### config.mk
export PLATFORM = sky130hd
export DESIGN_NAME = iter_comparator
export DESIGN_NICKNAME = d
export VERILOG_FILES = /design/src/rtl/iter_comparator.sv
export SDC_FILE = /design/constraint.sdc
export NUM_CORES = 1
export LEC_CHECK = 0
export BUFFER_PORTS_ARGS = -buffer_cell sky130_fd_sc_hd__buf_2
export CAP_MARGIN = 30
export CORE_ASPECT_RATIO = 1.2
export CORE_UTILIZATION = 45
export DETAILED_ROUTE_END_ITERATION = 10
export GPL_ROUTABILITY_DRIVEN = 0
export PLACE_DENSITY = 0.71
export SYNTH_ARGS = -nofsm -noshare
export SYNTH_HDL_FRONTEND = slang
export SYNTH_SLANG_ARGS = --single-unit
### constraint.sdc
create_clock -name clk_i -period 3.5 [get_ports clk_i]
set_clock_uncertainty 0.15 [all_clocks]
set_input_delay 0.175 -clock clk_i [delete_from_list [all_inputs] [get_ports clk_i]]
set_output_delay 0.175 -clock clk_i [all_outputs]
set_load 0.005 [all_outputs]
### src/rtl/iter_comparator.sv
// rtl/iter_comparator.sv - chunk-serial signed/unsigned magnitude comparator with min/max
module iter_comparator #(
    parameter int WIDTH = 32,
    parameter int CHUNK = 8
) (
    input  logic             clk_i,
    input  logic             rst_ni,
    input  logic             valid_i,
    output logic             ready_o,
    input  logic [WIDTH-1:0] a_i,
    input  logic [WIDTH-1:0] b_i,
    input  logic             unsigned_i,
    input  logic             flush_i,
    output logic             valid_o,
    input  logic             ready_i,
    output logic             lt_o,
    output logic             eq_o,
    output logic             gt_o,
    output logic [WIDTH-1:0] min_o,
    output logic [WIDTH-1:0] max_o
);

    localparam int N  = WIDTH / CHUNK;
    localparam int KW = (N > 1) ? $clog2(N) : 1;
    localparam logic [KW-1:0]    K_LAST   = KW'(N - 1);
    localparam logic [WIDTH-1:0] MSB_MASK = {1'b1, {(WIDTH-1){1'b0}}};

    typedef enum logic [1:0] {
        IDLE = 2'd0,
        CMP  = 2'd1,
        DONE = 2'd2
    } state_t;

    state_t           state_q, state_d;
    logic [KW-1:0]    k_q, k_d;
    logic [WIDTH-1:0] a_q, a_d, b_q, b_d;
    logic             uns_q, uns_d;
    logic             lt_q, lt_d, eq_q, eq_d, gt_q, gt_d;

    logic [CHUNK-1:0] chunk_a, chunk_b;
    logic [WIDTH-1:0] a_orig, b_orig, flip_in, flip_q;

    // Signed operands are stored with the MSB inverted, turning the chunk compare into an unsigned one
    assign flip_in = unsigned_i ? '0 : MSB_MASK;
    assign flip_q  = uns_q ? '0 : MSB_MASK;
    assign chunk_a = a_q[int'(k_q)*CHUNK +: CHUNK];
    assign chunk_b = b_q[int'(k_q)*CHUNK +: CHUNK];
    assign a_orig  = a_q ^ flip_q;
    assign b_orig  = b_q ^ flip_q;

    always_ff @(posedge clk_i or negedge rst_ni) begin
        if (!rst_ni) begin
            state_q <= IDLE;
            k_q     <= '0;
            a_q     <= '0;
            b_q     <= '0;
            uns_q   <= 1'b0;
            lt_q    <= 1'b0;
            eq_q    <= 1'b0;
            gt_q    <= 1'b0;
        end else begin
            state_q <= state_d;
            k_q     <= k_d;
            a_q     <= a_d;
            b_q     <= b_d;
            uns_q   <= uns_d;
            lt_q    <= lt_d;
            eq_q    <= eq_d;
            gt_q    <= gt_d;
        end
    end

    always_comb begin
        state_d = state_q;
        k_d     = k_q;
        a_d     = a_q;
        b_d     = b_q;
        uns_d   = uns_q;
        lt_d    = lt_q;
        eq_d    = eq_q;
        gt_d    = gt_q;
        if (flush_i) begin
            state_d = IDLE;
            k_d     = '0;
            lt_d    = 1'b0;
            eq_d    = 1'b0;
            gt_d    = 1'b0;
        end else begin
            case (state_q)
                IDLE: begin
                    if (valid_i) begin
                        a_d     = a_i ^ flip_in;
                        b_d     = b_i ^ flip_in;
                        uns_d   = unsigned_i;
                        k_d     = K_LAST;
                        lt_d    = 1'b0;
                        eq_d    = 1'b0;
                        gt_d    = 1'b0;
                        state_d = CMP;
                    end
                end
                CMP: begin
                    if (chunk_a < chunk_b) begin
                        lt_d    = 1'b1;
                        state_d = DONE;
                    end else if (chunk_a > chunk_b) begin
                        gt_d    = 1'b1;
                        state_d = DONE;
                    end else if (k_q == '0) begin
                        eq_d    = 1'b1;
                        state_d = DONE;
                    end else begin
                        k_d = k_q - 1'b1;
                    end
                end
                DONE: begin
                    if (ready_i) begin
                        lt_d    = 1'b0;
                        eq_d    = 1'b0;
                        gt_d    = 1'b0;
                        state_d = IDLE;
                    end
                end
                default: state_d = IDLE;
            endcase
        end
    end

    assign ready_o = (state_q == IDLE);
    assign valid_o = (state_q == DONE);
    assign lt_o    = valid_o & lt_q;
    assign eq_o    = valid_o & eq_q;
    assign gt_o    = valid_o & gt_q;
    assign min_o   = valid_o ? ((lt_q | eq_q) ? a_orig : b_orig) : '0;
    assign max_o   = valid_o ? ((lt_q | eq_q) ? b_orig : a_orig) : '0;

endmodule

* Word level (Yosys, flattened, before mapping) *
Index checks and enable logic that the tools add are counted.

storage, ports and cells
  flip-flop bits (word level) = 72
  output and inout bits = 69

cells by class
  add/sub/neg operators = 1
  magnitude comparators = 2
  equal/unequal tests = 11
  shift operators = 2
  mux-type cells = 33
  bitwise gates (word level) = 9
  reduce and logical (&&, ||, !) cells = 10

operators with widths
  cell                                              number
  two-way mux 32 bit                                6
  XOR 32 bit                                        4
  indexed part select 32 x 6 -> 8 bit               2
  two-way mux 2 bit                                 11
  != test 3 bit, second input constant              6
  two-way mux 1 bit                                 11
  AND reduction 5 bit                               2
  case mux 1 bit (3 select lines)                   3
  > comparator 8 bit                                1
  less-than comparator 8 bit                        1
  != test 3 x 2 -> 1 bit, second input constant     2
  case mux 2 bit (3 select lines)                   1
  AND reduction 3 bit                               2
  AND reduction 6 bit                               1
  != test 5 bit, second input constant              1
  zero test 2 bit                                   2
  case mux 2 bit (2 select lines)                   1
  AND reduction 4 bit                               1
  nonzero test 4 bit                                1
  bitwise AND 1 bit                                 3
  nonzero test 3 bit                                1
  == test 2 x 1 -> 1 bit, second input constant     1
  == test 2 bit, second input constant              1
  subtractor 2 x 1 -> 2 bit, second input constant  1
  other kinds (2)                                   2

* Longest topological paths before layout *
Gate-level depths: netlist of the first run.

  depth in word-level cells = 6
  depth in mapped cells = 9

* Least setup slack after synthesis of the first run *
Ideal clock, no wire load.

  path kind = reg-to-reg
  from = register k_q[1]
  to = register k_q[1]
  library setup time = 0.128 ns
  data arrival time = 2.724 ns
  required time = 3.222 ns
  slack = 0.499 ns
  stages on the path, launching flop included = 10
  buffers on the path = 2
  clock period less this slack = 3.001 ns
  cell sequence = dfrtp_1 clkbuf_1 clkbuf_1 mux4_2 ha_1 nand4_2 or3_1 a31oi_2 o22ai_1 mux2_1

on the way
  longest elaborated chain between the ends = 6
  elaborated cells on any way between the ends = 15

ends and longest elaborated chain
  element                                                     line  source
  start, declared                                             35    logic [KW-1:0] k_q, k_d;
  start signal, assigned                                      63    k_q <= k_d;
  branches (longest 6 deep; another with > comparator 8 bit)  --

Several ways; the timed one is not identified. The select of a mux whose other input is x is not followed.
A chain may end at the register's enable or synchronous reset.

* Worst setup path after layout of the first run *
  from = register k_q[0]
  to = register k_q[1]

Same word-level chain as after synthesis.

==> impl_results.md, run 1 <==
- Hold slack: 0.00157 ns
- Die W: 94.1 microns
- Ports: 139
- Post-route DRC: 0
- Area leader, netlist: dfrtp_1
- XOR/XNOR share of the synthesized area: 0.765%
- CTS tree: yes
- Status: complete, no violations
- Top cells by count, synth: 130 x nand2_1, 72 x dfrtp_1, 64 x mux2_2
- Syn Inst Count: 458
- Via count: 4,202
- Mapped Area: 0.00458 sq mm
- Max-Slew Margin vs Limit: 37.0%
- Initial Util: 47.1%
- Leak Pwr: 2.98 nW
- Mapped Avg Cell Area: 9.99 sq um
- #FFs+latches synth: 72
- FP Rows: 39
- Synth Area in Compound Gates: 13.9%
- Fmax: 333 MHz
- Worst Path Arrival: 3.08 ns
- Max cap viols: 0
- Most used DFF post-synth: dfrtp_1
- CTS Root Cell: clkbuf_16
- Worst r2r src: k_q[0]
- Critical path capture point: k_q[1]
- CORE AREA: 0.00971 sq mm
- Top cell type's share of synthesized area: 39.4%
- Sequential area share after synthesis: 39.4%
- Antenna Cells: 0
- NumNets Final: 732
- Buf+Inv Stages, Crit Path: 1
- FF-to-FF setup slack: 0.49 ns
- Die Area: 0.0106 sq mm
- CP Launch Point: k_q[0]
- Area Overhead vs Synth: 39.0%
- Max FO, Critical Path: 20
- Fin crit share: 85.9%
- Fin Setup TNS: 0 ns
- Vias in the first global route: 4,219
- Hold WC Path Type: in -> reg
- Req. time, crit path: 3.57 ns
- Crit path cell chain: buf_4 -> mux4_2 -> ha_1 -> nand4_2 -> or3_1 -> a31oi_2 -> o22ai_1 -> mux2_1
- Fin util: 65.5%
- Clock slew at reported path FFs: 0.06 ns
- Mux contribution to synthesized area: 24.5%
- Adder-cell share of the synthesized area: 3.55%
- Synth cell types: 38
- Async set-reset flop share out of synthesis: 100%
- Clk_lat worst skew: 0.34 ns
- Synth area leaders: dfrtp_1 39%, mux2_2 16%, nand2_1 11%
- Starting DRC count in detailed routing: 349
- R2R cell count: 8
- Critical path type: reg -> reg
- Slowest cell on the critical path: mux4_2
- All-Layer GR Usage: 27.3%
- Die height: 112 microns
- # port buffers: 138
- Most common cell in the synthesized netlist: nand2_1
- R2R Path End: k_q[1]
- Synth Area in Simple Gates: 14.0%
- Post-CTS Hold Buffers: 65
- Endpoints failing setup: 0
- Stages on the worst setup path: 8
- Post-synth EDFFs: 0
- H-tree Lvls: 3
- Drt total wl: 13,600 microns
- Setup Slack @ Placement: 0.483 ns
- Worst VDD drop: 441 uV
- Hold Vio Cnt, Final: 0
- Routed len/inst: 17.5 microns
- Net Count, Synth: 541
- Pwr/cell area: 841 mW/mm^2
- Initial DRT Pass Iterations: 5
- Combinational family with the most area after synthesis: multiplexers
- Share of layout cells above drive strength 1: 37.6%
- TritonCTS Buffers: 9
- ANT nets after route: 0
- Final design area excluding fillers: 0.00636 sq mm
- Worst path top cell family by delay: multiplexers
- First-pass GRT wire length: 21,900 microns
- Grt total ovfl: 0
- Clock Tree Buf Depth: 2
- Critical path startpoint category: flop
- Final Max Tran Viols: 0
- Post-CTS Setup Inserts: 0
- Initial antenna violation count: 0
- Largest net degree at the start of global routing: 68
- Post-DP HPWL: 9290 microns
- Worst-Margin Slew: 0.946 ns
- Vias per cell: 5.41
- Critical Path Sink Type: flop
- CP max stage delay: 0.55 ns
- RSZ-0062 raised after global routing: false
- Cts repair resizes: 0
- Min cycle time layout: 3.01 ns
- Post-DP Area: 0.00537 sq mm
- Clock sinks: 72
- Final setup margin: 0.494 ns
- Yosys warns: 0
## routing by layer
| metal | share of wire [%] | GRT usage, % | routed length (microns) | up-vias |
|---|---|---|---|---|
| met2 | 51 | 46.3 | 7000 | 161 |
| met3 | 5.5 | 4.54 | 752 | 36 |
| li1 | - | - | - | 1968 |
| met1 | 39 | 33.1 | 5260 | 2037 |
| met4 | 4.3 | 14.2 | 579 | 0 |
| met5 | 0 | 0 | 0 | - |
## metrics by stage
stage                     total power, mW  instances
final                                5.35        777
after global routing                 5.72        777
after CTS                            5.35        777
after detailed placement             4.24        696
after global placement               4.12        695
after floorplan                      3.46        458
## power breakdown
| group | total [mW] | switching [mW] | internal, mW | leakage [nW] |
|---|---|---|---|---|
| registers | 1.82 | 0.571 | 1.24 | 0.857 |
| clock network | 1.04 | 0.351 | 0.693 | 0.162 |
| logic | 2.49 | 1.19 | 1.30 | 1.96 |
## worst min-delay path by stage
stage          startpoint      end  slack (ns)  depth (start not counted)
2_1_floorplan      rst_ni   a_q[0]       -0.27                          0
3_3_place_gp       rst_ni   b_q[2]        0.26                          1
3_5_place_dp       rst_ni   a_q[1]       -0.09                          1
4_1_cts           a_i[31]  a_q[31]      0.0008                          3
5_1_grt           b_i[31]  b_q[31]        0.05                          3
6_report          a_i[31]  a_q[31]       0.002                          3
## state kept, by name (all words and copies together), names as in the netlist
register,count
eq_q,1
state_q,2
lt_q,1
gt_q,1
k_q,2
uns_q,1
a_q,32
b_q,32
## worst register-to-register path: cells and delay by family (launching register included)
kind                       cells  cell delay [ns]
DFF                            1             0.33
buffers and inverters          1             0.31
and+or+nand+nor                2             0.57
muxes                          2             0.86
AOI/OAI and AO/OA              2             0.32
adders and majority gates      1             0.34
## placed cells by master, fill, tap and decap left out, types with 2 or more instances in the layout
cell / count
buf_4: 7
xor2_1: 4
mux2i_1: 3
nand3b_1: 3
mux4_2: 16
nor2_1: 3
nand2_1: 130
dfrtp_1: 72
bufinv_16: 3
mux2_2: 64
ha_1: 12
buf_2: 138
and2_1: 6
inv_1: 13
o21ai_0: 5
nand2b_1: 3
a21oi_1: 6
a21boi_0: 62
clkinv_2: 2
clkbuf_16: 9
dlygate4sd3_1: 65
o211ai_1: 3
o21a_1: 2
## cell type report
type,count,area [sq um]
Multi-Input combinational cell,342,2610
Tap cell,123,154
Clock inverter,6,108
Sequential cell,72,1800
Inverter,13,48.8
Clock buffer,10,229
Timing Repair Buffer,211,1410
Fill cell,760,3350
## cells by family (layout without fill, tap and decap cells)
logic type / Yosys count / after routing
muxes: 84 / 84
and+or+nand+nor: 154 / 154
buffers and inverters: 44 / 240
DFF: 72 / 72
adders and majority gates: 13 / 13
AOI/OAI and AO/OA: 87 / 87
xor gates and xnor gates: 4 / 4
No activity file was read; power rests on OpenSTA's default activity.
==> inputs of run 2 (changes only) <==
--- a/config.mk
+++ b/config.mk
@@ -8,6 +8,7 @@
 export BUFFER_PORTS_ARGS = -buffer_cell sky130_fd_sc_hd__buf_2
 export CAP_MARGIN = 30
 export CORE_ASPECT_RATIO = 1.2
+export CORE_MARGIN = 2
 export CORE_UTILIZATION = 45
 export DETAILED_ROUTE_END_ITERATION = 10
 export GPL_ROUTABILITY_DRIVEN = 0
==> impl_results.md, run 2 (same netlist as run 1, synthesis figures left out) <==
- Clock sinks: 72
- Status: complete, no violations
- All-Layer GR Usage: 26.3%
- Fin crit share: 87.4%
- Ports: 139
- Grt total ovfl: 0
- Via count: 4,251
- Hold Vio Cnt, Final: 0
- R2R Path End: k_q[1]
- Worst Path Arrival: 3.12 ns
- Largest net degree at the start of global routing: 68
- RSZ-0062 raised after global routing: false
- Final design area excluding fillers: 0.00638 sq mm
- Drt total wl: 14,000 microns
- Psw: 2.16 mW
- Max FO, Critical Path: 18
- CTS tree: yes
- Critical path startpoint category: flop
- Clock slew at reported path FFs: 0.06 ns
- Clock Power Share: 20.1%
- Antenna Cells: 0
- Worst-Margin Slew: 0.871 ns
- Fin Setup TNS: 0 ns
- Cts repair resizes: 0
- Routed len/inst: 17.9 microns
- Endpoints failing setup: 0
- FF-to-FF setup slack: 0.44 ns
- Post-route DRC: 0
- Clk_lat worst skew: 0.33 ns
- Final Max Tran Viols: 0
- Fillers: 788
- Worst r2r src: k_q[1]
- Largest regs: a_q x32, b_q x32
- Vias per cell: 5.45
- CORE AREA: 0.00996 sq mm
- Hold path cells: 3
- First-pass GRT wire length: 21,600 microns
- Pwr/cell area: 857 mW/mm^2
- Commonest non-fill, non-tap cell in the layout: buf_2
- Switch share: 39.5%
- Fmax: 327 MHz
- CTS Root Cell: clkbuf_16
- Setup Slack @ Placement: 0.470 ns
- CP Launch Point: k_q[1]
- Die Area: 0.0110 sq mm
- TritonCTS Buffers: 9
- Critical Path Sink Type: flop
- # port buffers: 138
- Combinational Power Share: 46.5%
- Final setup margin: 0.441 ns
- Post-CTS Setup Inserts: 0
- Max cap viols: 0
- ANT nets after route: 0
- Starting DRC count in detailed routing: 280
- Die height: 114 microns
- Internal: 3.31 mW
- Worst VDD drop: 427 uV
- Register share of total power: 33.4%
- FP Rows: 40
- Hold WC Path Type: in -> reg
- Share of layout cells above drive strength 1: 37.8%
- Initial Util: 46.0%
- H-tree Lvls: 3
- Area Overhead vs Synth: 39.4%
- Critical path capture point: k_q[1]
- Post-DP HPWL: 9580 microns
- Post-CTS Hold Buffers: 65
- Die W: 96.1 microns
- R2R cell count: 7
- Vias in the first global route: 4,202
- Post-DP Area: 0.00537 sq mm
- Min cycle time layout: 3.06 ns
- Critical path type: reg -> reg
- Req. time, crit path: 3.56 ns
- Clock Tree Buf Depth: 2
- Initial DRT Pass Iterations: 5
- Leak Pwr: 2.99 nW
- NumNets Final: 733
- Commonest non-fill, non-tap cells in the layout: 138 x buf_2, 130 x nand2_1, 72 x dfrtp_1, 65 x dlygate4sd3_1, 64 x mux2_2
- Max-Slew Margin vs Limit: 41.9%
- Initial antenna violation count: 0
## run 2: changes by cell type in the layout (fill, tap and decap cells not counted), sizes merged
cell	before	now
bufinv	3	4
clkinv	2	1
clkbuf	10	9
buf	146	147
## run 2: worst min-delay path by stage
stage	slack (ns)	to	start
after floorplan	-0.27	a_q[0]	rst_ni
after global placement	0.09	a_q[1]	rst_ni
after detailed placement	0.08	a_q[1]	rst_ni
after CTS	0.02	a_q[31]	a_i[31]
after global routing	0.03	a_q[31]	a_i[31]
final	0.02	a_q[31]	a_i[31]
## run 2: metal layers
layer  GRT usage, %  wire length, microns  up-vias  share of wire [%]
met3           4.28                   713       42                5.1
met5              0                     0        -                  0
li1               -                     -     1971                  -
met2           43.7                  7150      157                 51
met1           32.3                  5490     2081                 39
met4           14.5                   631        0                4.5
## run 2: through the flow
| step | std cells | util [%] | total power, mW | hold slack (ns) |
|---|---|---|---|---|
| after floorplan | 458 | - | 3.46 | -0.271 |
| after global placement | 700 | 53.9 | 4.13 | 0.0853 |
| after detailed placement | 700 | 53.9 | 4.26 | 0.0781 |
| after CTS | 780 | 64.1 | 5.44 | 0.0231 |
| after global routing | 780 | 64.1 | 5.82 | 0.0279 |
| final | 780 | 64.1 | 5.47 | 0.0208 |
## run 2: area by class of cell
| cell class | instances | area [sq um] | area share, % |
|---|---|---|---|
| tap | 126 | 158 | 2.47 |
| timing repair buffer | 212 | 1410 | 22.1 |
| sequential | 72 | 1800 | 28.2 |
| inverter | 13 | 48.8 | 0.765 |
| clock inverter | 6 | 133 | 2.08 |
| multi-input combinational | 342 | 2610 | 40.8 |
| clock buffer | 9 | 225 | 3.53 |
## run 2: critical path, cell delays in order, from the launching register on
cell and delay (ns):
dfrtp_1 0.78, mux4_2 0.41, ha_1 0.35, nand4_2 0.19, or3_1 0.41, a31oi_2 0.20
o22ai_1 0.12, mux2_1 0.32
## run 2: power groups by stage
stage | clock network [mW] | logic [mW] | registers [mW]
floorplan | 0 | 1.93 | 1.53
global placement | 0 | 2.33 | 1.80
detailed placement | 0 | 2.44 | 1.83
CTS | 1.11 | 2.52 | 1.82
global route | 1.15 | 2.79 | 1.88
finish | 1.10 | 2.54 | 1.83
